`config.mk`:
```
export PLATFORM = sky130hd
export DESIGN_NAME = spi_reg_writer_flat
export DESIGN_NICKNAME = d
export VERILOG_FILES = /design/src/rtl/spi_reg_writer_if.sv /design/src/rtl/spi_reg_writer.sv /design/src/flat_wrapper.sv
export SDC_FILE = /design/constraint.sdc
export NUM_CORES = 1
export LEC_CHECK = 0
export BUFFER_PORTS_ARGS = -buffer_cell sky130_fd_sc_hd__buf_4
export CORE_ASPECT_RATIO = 1.5
export CORE_MARGIN = 8
export CORE_UTILIZATION = 55
export DETAILED_ROUTE_END_ITERATION = 8
export PLACE_DENSITY = 0.77
export SLEW_MARGIN = 0
export SYNTH_ARGS = -nofsm -noshare
export SYNTH_HDL_FRONTEND = slang
export SYNTH_SLANG_ARGS = --single-unit
export TNS_END_PERCENT = 20
```
`constraint.sdc`:
```
create_clock -name clk -period 4.1 [get_ports clk]
set_clock_uncertainty 0.15 [all_clocks]
set_input_delay 0.205 -clock clk [delete_from_list [all_inputs] [get_ports clk]]
set_output_delay 0.205 -clock clk [all_outputs]
set_load 0.05 [all_outputs]
```
`src/rtl/spi_reg_writer_if.sv`:
```
// Request handshake and SPI pin bundle for spi_reg_writer.
// master = request source / SPI observer, slave = spi_reg_writer.
interface spi_reg_writer_if;
    logic       req_valid;
    logic       req_ready;
    logic [6:0] req_addr;
    logic [7:0] req_data;
    logic       sclk;
    logic       copi;
    logic       ncs;
    logic       busy;
    logic       done;
    logic       err;

    modport master (
        output req_valid, req_addr, req_data,
        input  req_ready, sclk, copi, ncs, busy, done, err
    );

    modport slave (
        input  req_valid, req_addr, req_data,
        output req_ready, sclk, copi, ncs, busy, done, err
    );
endinterface

```
`src/rtl/spi_reg_writer.sv`:
```
// Write-only SPI mode-0 controller sending {1'b1, addr[6:0], data[7:0]} frames, MSB first.
// Optional: define SPI_REG_WRITER_ADDR_CHECK_EN to reject requests with req_addr > MAX_ADDR.
module spi_reg_writer #(
    parameter int unsigned CLK_DIV  = 4,
    parameter logic [6:0]  MAX_ADDR = 7'h04
) (
    input logic              clk,
    input logic              rst,
    spi_reg_writer_if.slave  bus
);
    typedef enum logic [2:0] {
        IDLE,
        SETUP,
        SCLK_HI,
        SCLK_LO,
        HOLD,
        GAP
    } state_t;

    localparam logic [8:0] DIV = 9'(CLK_DIV);

    state_t      state;
    state_t      state_next;
    logic [8:0]  cnt;
    logic [8:0]  phase_len;
    logic        phase_end;
    logic [3:0]  bit_cnt;
    logic [15:0] shreg;
    logic        done_q;
    logic        accept;
    logic        bad_addr;

    assign accept = bus.req_valid && (state == IDLE);

`ifdef SPI_REG_WRITER_ADDR_CHECK_EN
    logic err_q;
    assign bad_addr = (bus.req_addr > MAX_ADDR);

    always_ff @(posedge clk or posedge rst) begin
        if (rst) begin
            err_q <= 1'b0;
        end else begin
            err_q <= accept && bad_addr;
        end
    end
`else
    assign bad_addr = 1'b0;
`endif

    // HOLD covers the trailing sclk-low phase plus the ncs hold time; GAP is one
    // cycle short because the following IDLE cycle completes the ncs-high gap.
    always_comb begin
        phase_len = DIV;
        case (state)
            HOLD:    phase_len = DIV << 1;
            GAP:     phase_len = DIV - 9'd1;
            default: phase_len = DIV;
        endcase
    end

    assign phase_end = (cnt == phase_len - 9'd1);

    always_ff @(posedge clk or posedge rst) begin
        if (rst) begin
            state <= IDLE;
        end else begin
            state <= state_next;
        end
    end

    always_comb begin
        state_next = state;
        case (state)
            IDLE:    if (accept && !bad_addr) state_next = SETUP;
            SETUP:   if (phase_end) state_next = SCLK_HI;
            SCLK_HI: if (phase_end) state_next = (bit_cnt == 4'd15) ? HOLD : SCLK_LO;
            SCLK_LO: if (phase_end) state_next = SCLK_HI;
            HOLD:    if (phase_end) state_next = GAP;
            GAP:     if (phase_end) state_next = IDLE;
            default: state_next = IDLE;
        endcase
    end

    always_ff @(posedge clk or posedge rst) begin
        if (rst) begin
            cnt     <= '0;
            bit_cnt <= '0;
            shreg   <= '0;
            done_q  <= 1'b0;
        end else begin
            done_q <= (state == GAP) && phase_end;
            if (state_next != state) begin
                cnt <= '0;
            end else if (state != IDLE) begin
                cnt <= cnt + 9'd1;
            end
            if (accept && !bad_addr) begin
                shreg   <= {1'b1, bus.req_addr, bus.req_data};
                bit_cnt <= '0;
            end else if (state == SCLK_HI && phase_end) begin
                shreg   <= {shreg[14:0], 1'b0};
                bit_cnt <= bit_cnt + 4'd1;
            end
        end
    end

    always_comb begin
        bus.req_ready = (state == IDLE);
        bus.busy      = (state != IDLE);
        bus.sclk      = (state == SCLK_HI);
        bus.ncs       = !(state == SETUP || state == SCLK_HI ||
                          state == SCLK_LO || state == HOLD);
        bus.copi      = !bus.ncs && shreg[15];
        bus.done      = done_q;
`ifdef SPI_REG_WRITER_ADDR_CHECK_EN
        bus.err       = err_q;
`else
        bus.err       = 1'b0;
`endif
    end
endmodule

```
`src/flat_wrapper.sv`:
```
// flat-port wrapper written by rule: the top's interface ports become plain ports
module spi_reg_writer_flat 
#(
    parameter int unsigned CLK_DIV  = 4,
    parameter logic [6:0]  MAX_ADDR = 7'h04
)
  (clk, rst, bus_req_valid, bus_req_addr, bus_req_data, bus_req_ready, bus_sclk, bus_copi, bus_ncs, bus_busy, bus_done, bus_err);
  spi_reg_writer_if bus_i ();
  input logic clk;
  input logic rst;
  input wire logic [$bits(bus_i.req_valid)-1:0] bus_req_valid;
  input wire logic [$bits(bus_i.req_addr)-1:0] bus_req_addr;
  input wire logic [$bits(bus_i.req_data)-1:0] bus_req_data;
  output wire logic [$bits(bus_i.req_ready)-1:0] bus_req_ready;
  output wire logic [$bits(bus_i.sclk)-1:0] bus_sclk;
  output wire logic [$bits(bus_i.copi)-1:0] bus_copi;
  output wire logic [$bits(bus_i.ncs)-1:0] bus_ncs;
  output wire logic [$bits(bus_i.busy)-1:0] bus_busy;
  output wire logic [$bits(bus_i.done)-1:0] bus_done;
  output wire logic [$bits(bus_i.err)-1:0] bus_err;
  assign bus_i.req_valid = bus_req_valid;
  assign bus_i.req_addr = bus_req_addr;
  assign bus_i.req_data = bus_req_data;
  assign bus_req_ready = bus_i.req_ready;
  assign bus_sclk = bus_i.sclk;
  assign bus_copi = bus_i.copi;
  assign bus_ncs = bus_i.ncs;
  assign bus_busy = bus_i.busy;
  assign bus_done = bus_i.done;
  assign bus_err = bus_i.err;
  spi_reg_writer #(.CLK_DIV(CLK_DIV), .MAX_ADDR(MAX_ADDR)) u_core (.clk(clk), .rst(rst), .bus(bus_i));
endmodule
```
==> results.json, run 1 <==
{
  "status": "finished clean",
  "max_slew_margin": 0.1742,
  "grt_max_degree": 34,
  "clock_latency_ns": 0.28,
  "seq_power_share": 0.420,
  "crit_fanout": 29,
  "viasPerCell": 5.928,
  "critPathSlowestCell": "nand2_1",
  "critPathCaptureType": "flop",
  "syn_nets": 223,
  "switchingPower_uw": 581.7,
  "die_area_sq_mm": 0.005451,
  "wire_per_inst_um": 15.41,
  "worstMarginPinSlew_ns": 1.222,
  "drive_above_1_share": 0.1607,
  "route.detailed.drc": 0,
  "cts_tree": "yes",
  "yosys.cell_types.count": 49,
  "netlist_area_sq_mm": 0.001823,
  "cts_buffer_depth": 2,
  "final_nets": 244,
  "grt_pass1_vias": 1611,
  "rsz0062_at_grt": "false",
  "hold_path.class": "primary input to flop",
  "boundaryPins": 25,
  "ys.flop_type": "dfrtp_1",
  "clkPwrFrac": 0.173,
  "placed_cell_area_sq_mm": 0.001997,
  "h-tree-depth": 2,
  "drt_iter0_drc": 62,
  "final_hold_viol_count": 0,
  "synth_edf_count": 0,
  "cts_sinks": 33,
  "ant_nets": 0,
  "slew_violations": 0,
  "setup_viol": 0,
  "cts_made_buffers": 5,
  "path_cells": "or3_1 > inv_1 > nand2_1 > nor2_1 > a31oi_1",
  "ys_async_sr_fraction": 1.000,
  "detailed_place_hpwl_um": 2780,
  "drt_wl_total_um": 4068,
  "cts_setup_buffers": 0,
  "fin_crit_sh": 0.6169,
  "max_freq_mhz": 395.4,
  "fin_area_sq_mm": 0.002103,
  "synth_area_per_cell_sq_um": 8.980,
  "grt-ovfl-total": 0,
  "gp_congestion": 0.9312,
  "num_vias": 1565,
  "synth-seq-cells": 33,
  "power_mw": 1.403,
  "worstSetupPathType": "flop to flop",
  "max_stage_delay_ns": 0.56,
  "cap_violations": 0,
  "fin_tns_setup_ns": 0,
  "dr.pass1.iters": 4,
  "grt_antenna_before_repair": 0,
  "grt_pass1_wl_um": 7134,
  "core-area_sq_mm": 0.003159,
  "cellInternalPower_uw": 821.4,
  "critical_path_arrival_ns": 2.49,
  "antenna_cells": 0,
  "port_buffers": 23,
  "syn_inst": 203,
  "yosysWarningCount": 0,
  "track_usage": 0.1601,
  "synth-seq-area-share": 0.4530,
  "initial_core_util": 0.5770,
  "final_util": 0.6657,
  "die_x_um": 63.01,
  "cts-root-buf": "clkbuf_8",
  "die_h_um": 86.51,
  "core.rowCount": 25,
  "crit_required_ns": 4.06,
  "powerDensity_mw_per_mm2": 667.1,
  "power_frac_comb": 0.407,
  "area_growth_pct": 15.37,
  "r2r_slack_ns": 1.57,
  "fin_crit_ns": 2.529,
  "peakVddDrop_uv": 500.1,
  "leakagePower_nw": 0.9349,
  "clk_pin_slew_ns": 0.06,
  "swShare": 0.4146,
  "cp-start-kind": "flop"
}
==> kinds of logic after synthesis <==
family | count (synthesis) | share of synthesized area
AOI/OAI and AO/OA | 43 | 0.1702
adders and majority gates | 2 | 0.01372
other | 1 | 0.002057
xor gates and xnor gates | 9 | 0.04324
DFF | 33 | 0.4530
muxes | 1 | 0.005491
buffers and inverters | 18 | 0.04530
and+or+nand+nor | 96 | 0.2670
==> cells in the mapped netlist (2+ instances only) <==
master     n  area (sq um)
or3_1      2         12.51
and3_1     3         18.77
a31oi_1   14         87.58
dfrtp_1   33         825.8
nand2_1   43         161.4
o21ai_0    3         15.01
inv_1      5         18.77
ha_1       2         25.02
nor3_1     4         20.02
nand2b_1   2         12.51
nor2_1    19         71.32
xor2_1     5         43.79
nand4_1    2         12.51
nor4b_1    3         26.28
a21oi_1    6         30.03
clkbuf_1   7         26.28
buf_2      2         10.01
nand3b_1   2         15.01
a211oi_1   8         60.06
xnor2_1    4         35.03
o31ai_1    2         15.01
nand3_1    5         25.02
==> state kept, by name (all words and copies together) (netlist names) <==
register and cells:
u_core.bit_cnt 4, u_core.bus.done 1, u_core.cnt 9, u_core.shreg 16
u_core.state 3
==> timing repair <==
item | CTS | global route
gates resized for setup | 0 | 0
hold endpoints to repair | 34 | 0
hold buffers | 2 | 0
==> per-layer routing <==
metal  GRT usage  wire (um)
met3     0.05290        212
met4     0.06458         63
met1      0.1820       1696
met5           0          0
met2      0.2694       2094
==> critical path: cells and delay by family, from the launching register on <==
| kind | cells | cell delay, ns |
|---|---|---|
| buf+inv | 1 | 0.24 |
| flops | 1 | 0.55 |
| simple gates | 3 | 1.35 |
| compound gates | 1 | 0.07 |
==> placed cells by master, fill, tap and decap left out, types with 3 or more instances in the layout <==
master,netlist,final
and3_1,3,3
nand3_1,5,5
nor2_1,19,19
clkbuf_8,0,6
nor3_1,4,4
o21ai_0,3,3
dfrtp_1,33,33
a211oi_1,8,8
nand2_1,43,43
xor2_1,5,5
buf_4,1,25
a21oi_1,6,6
a31oi_1,14,14
inv_1,5,5
nor4b_1,3,3
xnor2_1,4,4
==> worst paths after layout <==
check,endpoint,cells past startpoint,start
setup reg to reg,u_core.shreg[2],5,u_core.state[0]
setup / recovery,u_core.shreg[2],5,u_core.state[0]
hold / removal,u_core.shreg[5],3,bus_req_data[5]
hold reg to reg,u_core.shreg[15],2,u_core.shreg[14]
min in group asynchronous,u_core.shreg[10],4,rst
max in group asynchronous,u_core.bit_cnt[3],4,rst
==> metrics by stage <==
step | setup slack [ns] | instances | hold slack (ns)
floorplan | 1.092 | 203 | 0.1703
global placement | 1.716 | 255 | 0.1696
detailed placement | 1.670 | 255 | 0.1740
CTS | 1.581 | 264 | 0.03824
global route | 1.365 | 264 | 0.05209
finish | 1.571 | 264 | 0.04697
==> power groups by stage <==
stage / registers (mW) / logic [mW] / clock network (mW)
3_5_place_dp: 0.594 / 0.569 / 0
3_3_place_gp: 0.583 / 0.556 / 0
2_1_floorplan: 0.523 / 0.501 / 0
5_1_grt: 0.609 / 0.645 / 0.263
6_report: 0.589 / 0.571 / 0.243
4_1_cts: 0.588 / 0.578 / 0.251
==> cell type report <==
type,instances,area (sq um)
Multi-Input combinational cell,152,914.6
Clock buffer,7,86.33
Sequential cell,33,825.8
Timing Repair Buffer,27,207.7
Tap cell,40,50.05
Fill cell,264,1056
Inverter,5,18.77
(Power assumes the default switching activity.)
==> run 2, diff against run 1 <==
ABC_AREA = 1   (was unset)
CORE_UTILIZATION = 51   (was 55)
PLACE_DENSITY = 0.75   (was 0.77)
clock period = 2.03 ns   (was 4.1 ns; I/O delays follow)
==> run 2 against run 1 <==
Sequential cell count did not move. Maximum frequency rose by 33%. Largest power group unchanged. Final cell count rose by 20%.
==> results.json, run 2 <==
{
  "status": "finished clean",
  "core.rowCount": 26,
  "final_cell_mix": "nand3_1 (39), nand2_1 (33), dfrtp_1 (32)",
  "grt_use_met3": 0.04391,
  "crit_required_ns": 2.05,
  "worstSetupPathType": "flop to flop",
  "die_h_um": 89.43,
  "synth.area.mux_share": 0,
  "placed_cell_area_sq_mm": 0.002053,
  "num_vias": 1639,
  "max_freq_mhz": 525.3,
  "r2r-start": "u_core.state[0]",
  "synth-seq-cells": 33,
  "syn_nets": 250,
  "max_stage_delay_ns": 0.43,
  "leakagePower_nw": 1.147,
  "drt_iter0_drc": 71,
  "yosys.area.top_type": "dfrtp_1",
  "cts-root-buf": "clkbuf_8",
  "final_util": 0.6875,
  "ys.flop_type": "dfrtp_1",
  "yosysMostFrequentCell": "nand3_1",
  "power_frac_comb": 0.055,
  "hold_path_end": "u_core.state[0]",
  "fin_area_sq_mm": 0.002349,
  "r2r_slack_ns": 0.13,
  "ant_nets": 0,
  "path_cells": "buf_4 > nand3_2 > nand2_2 > inv_1 > nor2_4 > nand2_2 > o21ai_1 > nand2_2 > nand2_2 > nor2_2",
  "rr_worst_depth": 10,
  "synth_area_per_cell_sq_um": 7.970,
  "yosys.area_share.simple": 0.3918,
  "rsz0062_at_grt": "true",
  "die_area_sq_mm": 0.005808,
  "synth-compound-area-share": 0.02730,
  "critical_path_arrival_ns": 1.93,
  "fin_tns_setup_ns": 0,
  "final_hold_viol_count": 0,
  "synth_common_cells": "nand3_1 (40), nand2_1 (38), dfrtp_1 (33)",
  "use_met2": 0.2895,
  "busiest_layer": "met2",
  "core-area_sq_mm": 0.003416,
  "synth-xor-area-share": 0.04300,
  "critPathSlowestCell": "dfrtp_2",
  "setup_slack_ns": 0.1265,
  "critPathCaptureType": "flop",
  "detailed_place_hpwl_um": 3009,
  "peakVddDrop_uv": 467.4,
  "clkPwrFrac": 0.405,
  "track_usage": 0.1571,
  "synth_edf_count": 0,
  "reg_top3": "u_core.shreg x16, u_core.cnt x9, u_core.bit_cnt x4",
  "grt_max_degree": 34,
  "antenna_cells": 0,
  "place_ws_ns": 0.08405,
  "wire_per_inst_um": 13.32,
  "met1_usage": 0.1537,
  "area_growth_pct": 28.12,
  "syn_inst": 230,
  "clock_latency_ns": 0.28,
  "cts_sinks": 33,
  "final_nets": 296,
  "switchingPower_uw": 250.5,
  "die_x_um": 64.95,
  "yosys-top-cells-area": "dfrtp_1 (45%), nand3_1 (11%), nand2_1 (7.8%)",
  "largest_reg_flops": 16,
  "synth_top_area_frac": 0.4505,
  "holdWs_ns": 0.09467,
  "reg2reg_to": "u_core.cnt[7]",
  "power_mw": 1.219,
  "cp-start-kind": "flop",
  "clk_pin_slew_ns": 0.06,
  "hold_start": "bus_req_valid",
  "yosys.cell_types.count": 25,
  "port_buffers": 23,
  "cp_common_cell": "nand2_2",
  "grt_antenna_before_repair": 0,
  "cts_tree": "yes",
  "fin_crit_ns": 1.904,
  "synth_top_family_by_area": "simple AND/OR/NAND/NOR gates",
  "grt-ovfl-total": 0,
  "stdcell_count": 318,
  "yosysWarningCount": 0,
  "route.detailed.drc": 0,
  "grt_pass1_vias": 1682,
  "mostFrequentLayoutCell": "nand3_1",
  "crit_fanout": 5,
  "powerDensity_mw_per_mm2": 518.9,
  "drt_wl_total_um": 4236,
  "boundaryPins": 25,
  "drive_above_1_share": 0.2862,
  "hold_depth": 5,
  "largest_register": "u_core.shreg",
  "viasPerCell": 5.154,
  "h-tree-depth": 2,
  "synth-seq-area-share": 0.4505,
  "cap_violations": 0,
  "cts_made_buffers": 5,
  "gp_congestion": 0.8803,
  "fin_crit_sh": 0.9377,
  "cellInternalPower_uw": 968.0,
  "slew_violations": 0,
  "grt_pass1_wl_um": 7148,
  "swShare": 0.2056,
  "synth_adder_area_share": 0.01365,
  "initial_core_util": 0.5366,
  "hold_path.class": "primary input to flop",
  "ys_async_sr_fraction": 1.000,
  "dr.pass1.iters": 4,
  "cts_buffer_depth": 2,
  "netlist_area_sq_mm": 0.001833,
  "seq_power_share": 0.540,
  "placed_cells_incl_taps": 292,
  "setup_viol": 0
}
## run 2: cell types whose count changed after synthesis, moves of 5 or more
cell	delta
nand2_1	-5
inv_2	+8
a211oi_1	-8
a31oi_1	-14
nand3_1	+35
inv_1	+12
nor2_2	+12
clkbuf_1	-5
nand4_1	+5
## run 2: area by class of cell
class / instances / area, sq um
clock buffer: 7 / 86.33
fill: 300 / 1067
inverter: 25 / 93.84
multi-input combinational: 166 / 907.1
sequential: 33 / 827.0
tap: 42 / 52.55
timing repair buffer: 45 / 381.6
## run 2: how the worst max path moves through the flow
stage | cells past startpoint | to | slack, ns | startpoint
2_1_floorplan | 8 | u_core.shreg[2] | 0.06 | u_core.state[0]
3_3_place_gp | 12 | u_core.cnt[8] | 0.13 | u_core.state[0]
3_5_place_dp | 12 | u_core.cnt[8] | 0.08 | u_core.state[0]
4_1_cts | 12 | u_core.cnt[8] | 0.07 | u_core.state[0]
5_1_grt | 12 | u_core.cnt[7] | -0.02 | u_core.state[0]
6_report | 10 | u_core.cnt[7] | 0.13 | u_core.state[0]
## run 2: metal layers
layer  part of all wire  vias to the layer above
met5                  0                        -
met4              0.023                        0
met3              0.042                        9
met2               0.55                       37
met1               0.38                      757
li1                   -                      836
## run 2: critical path, delay by kind of cell, from the launching register on
family | cells | cell delay [ns]
simple gates | 7 | 0.81
flops | 1 | 0.43
compound gates | 1 | 0.22
buf+inv | 2 | 0.20
## run 2: what timing repair did
item	4_1_cts	5_1_grt
buffers inserted	0	2
endpoints found under the setup margin	0	12
hold buffers	16	0
resized for setup	0	10
endpoints found under the hold margin	48	0
## run 2: kinds of logic (layout without fill, tap and decap cells)
family | Yosys count | count (layout)
simple gates | 143 | 144
flops | 33 | 33
buf+inv | 32 | 77
compound gates | 10 | 10
xor+xnor | 9 | 9
fa+ha+maj | 2 | 2
other cells | 1 | 1
## run 2: power by group through the flow
stage	logic, mW	clock network, mW	registers, mW
CTS	0.0682	0.508	0.658
finish	0.0675	0.493	0.658
floorplan	0.0153	0	0.670
global route	0.0736	0.537	0.657
global placement	0.0440	0	0.670
detailed placement	0.0440	0	0.670
==> run 3, diff against run 2 <==
CORE_UTILIZATION = 53   (was 51)
CTS_BUF_LIST = sky130_fd_sc_hd__clkbuf_8   (was unset)
HOLD_SLACK_MARGIN = 0.06   (was unset)
PLACE_DENSITY = 0.77   (was 0.75)
==> run 3 against run 2 <==
Sequential share of layout area up 0.28 points. Critical path depth rose by 2. Sequential power is essentially flat. Via count is 1.4% higher. Combinational power increased by 1%. Die area is 3.0% lower. Non-clock buffer count is 3 lower.
==> results.json, run 3 (synthesis gave the netlist of run 2 again) <==
{
  "cts_made_buffers": 5,
  "grt_pass1_wl_um": 7341,
  "crit_fanout": 5,
  "cp-start-kind": "flop",
  "path_cells": "nor2_4 > nand2_1 > nand2_1 > nand3_2 > nor2_4 > nor2_2 > nor2_4 > nand3_2 > nand2_1 > nand2_2 > nand2_4 > nor2_2",
  "final_cell_mix": "nand3_1 (39), nand2_1 (36), dfrtp_1 (31)",
  "grt_max_degree": 34,
  "setup_viol": 0,
  "grt-ovfl-total": 0,
  "drt_iter0_drc": 65,
  "ant_nets": 0,
  "stdcell_count": 316,
  "track_usage": 0.1664,
  "rsz0062_at_grt": "true",
  "cts-root-buf": "clkbuf_8",
  "critPathSlowestCell": "dfrtp_2",
  "leakagePower_nw": 1.140,
  "final_hold_viol_count": 0,
  "cp_num_cells": 12,
  "fin_tns_setup_ns": 0,
  "drt_wl_total_um": 4285,
  "initial_core_util": 0.5470,
  "antenna_cells": 0,
  "final_nets": 293,
  "reg2reg_to": "u_core.cnt[0]",
  "holdWs_ns": 0.06769,
  "area_growth_pct": 27.30,
  "dr.pass1.iters": 5,
  "wire_per_inst_um": 13.56,
  "die_h_um": 88.03,
  "port_buffers": 23,
  "r2r-start": "u_core.state[0]",
  "cts_tree": "yes",
  "drive_above_1_share": 0.2847,
  "fin_crit_ns": 1.879,
  "reg_top3": "u_core.shreg x16, u_core.cnt x9, u_core.bit_cnt x4",
  "clock_latency_ns": 0.29,
  "worstSetupPathType": "flop to flop",
  "startpoint": "u_core.state[0]",
  "h-tree-depth": 2,
  "critical_path_arrival_ns": 1.91,
  "mostFrequentLayoutCell": "nand3_1",
  "crit_required_ns": 2.06,
  "fill_cells": 272,
  "core-area_sq_mm": 0.003351,
  "gp_congestion": 0.9375,
  "clk_pin_slew_ns": 0.06,
  "cts_buffer_depth": 2,
  "cts_setup_buffers": 0,
  "largest_register": "u_core.shreg",
  "placed_cells_incl_taps": 291,
  "slew_violations": 0,
  "peakVddDrop_uv": 474.9,
  "hold_start": "bus_req_valid",
  "largest_reg_flops": 16,
  "core.rowCount": 26,
  "status": "finished clean",
  "viasPerCell": 5.259,
  "powerDensity_mw_per_mm2": 546.7,
  "die_area_sq_mm": 0.005635,
  "critPathCaptureType": "flop",
  "path_buf_inv": 0,
  "boundaryPins": 25,
  "grt_pass1_vias": 1705,
  "detailed_place_hpwl_um": 2966,
  "hold_path.class": "primary input to flop",
  "die_x_um": 64.02,
  "cap_violations": 0,
  "cp-endpoint": "u_core.cnt[0]",
  "cts_sinks": 33,
  "route.detailed.drc": 0,
  "fin_crit_sh": 0.9258,
  "critical-path-top-delay-family": "simple AND/OR/NAND/NOR gates",
  "max_stage_delay_ns": 0.45,
  "max_freq_mhz": 532.1,
  "r2r_slack_ns": 0.15,
  "num_vias": 1662,
  "grt_antenna_before_repair": 0,
  "rr_worst_depth": 12
}
==> run 3: changes by cell type in the layout (fill, tap and decap cells not counted), sizes merged <==
cell / before / now
buf: 29 / 26
clkinv: 0 / 1
==> run 3: worst min-delay path, cell delays in order <==
cell and delay [ns]:
buf_4 0.08, nand2_1 0.05, nand2_1 0.11, nor2_4 0.06, nand3_2 0.06
==> run 3: final cells by class <==
type	instances	area [sq um]	area share
clock buffer	7	96.34	0.04129
clock inverter	1	5.005	0.002145
inverter	25	93.84	0.04021
multi-input combinational	166	902.1	0.3866
sequential	33	828.3	0.3550
tap	42	52.55	0.02252
timing repair buffer	42	355.3	0.1523
==> run 3: timing repair <==
action                                  in CTS  in global routing
hold buffers                                16                  0
resized for setup                            0                  9
endpoints found under the setup margin       0                 14
endpoints found under the hold margin       48                  0
==> run 3: worst min path at each step <==
stage	cells after the start	to	slack [ns]
2_1_floorplan	2	u_core.shreg[0]	0.07
3_3_place_gp	3	u_core.cnt[1]	0.07
3_5_place_dp	3	u_core.cnt[2]	0.07
4_1_cts	5	u_core.state[0]	0.07
5_1_grt	5	u_core.state[0]	0.12
6_report	5	u_core.state[0]	0.07
==> run 3: routing by layer <==
metal,GRT usage,share of wire
met1,0.1608,0.38
met2,0.3089,0.55
met3,0.03713,0.031
met4,0.1059,0.035
met5,0,0
==> run 3: power by group <==
| group | leakage (nW) | switching (mW) | total, mW | internal (mW) |
|---|---|---|---|---|
| registers | 0.429 | 0 | 0.657 | 0.657 |
| logic | 0.656 | 0.0267 | 0.0684 | 0.0417 |
| clock network | 0.0542 | 0.244 | 0.550 | 0.306 |
| total | 1.14 | 0.270 | 1.28 | 1.01 |
==> run 3: metrics by stage <==
step           utilization  setup slack (ns)  cell area (sq um)  total power [mW]
2_1_floorplan            -           0.06047               1836            0.6851
3_3_place_gp        0.6105            0.1171               2046            0.7137
3_5_place_dp        0.6105           0.08696               2046            0.7140
4_1_cts             0.6886           0.08861               2307             1.281
5_1_grt             0.6964          -0.01094               2333             1.309
6_report            0.6964            0.1507               2333             1.276
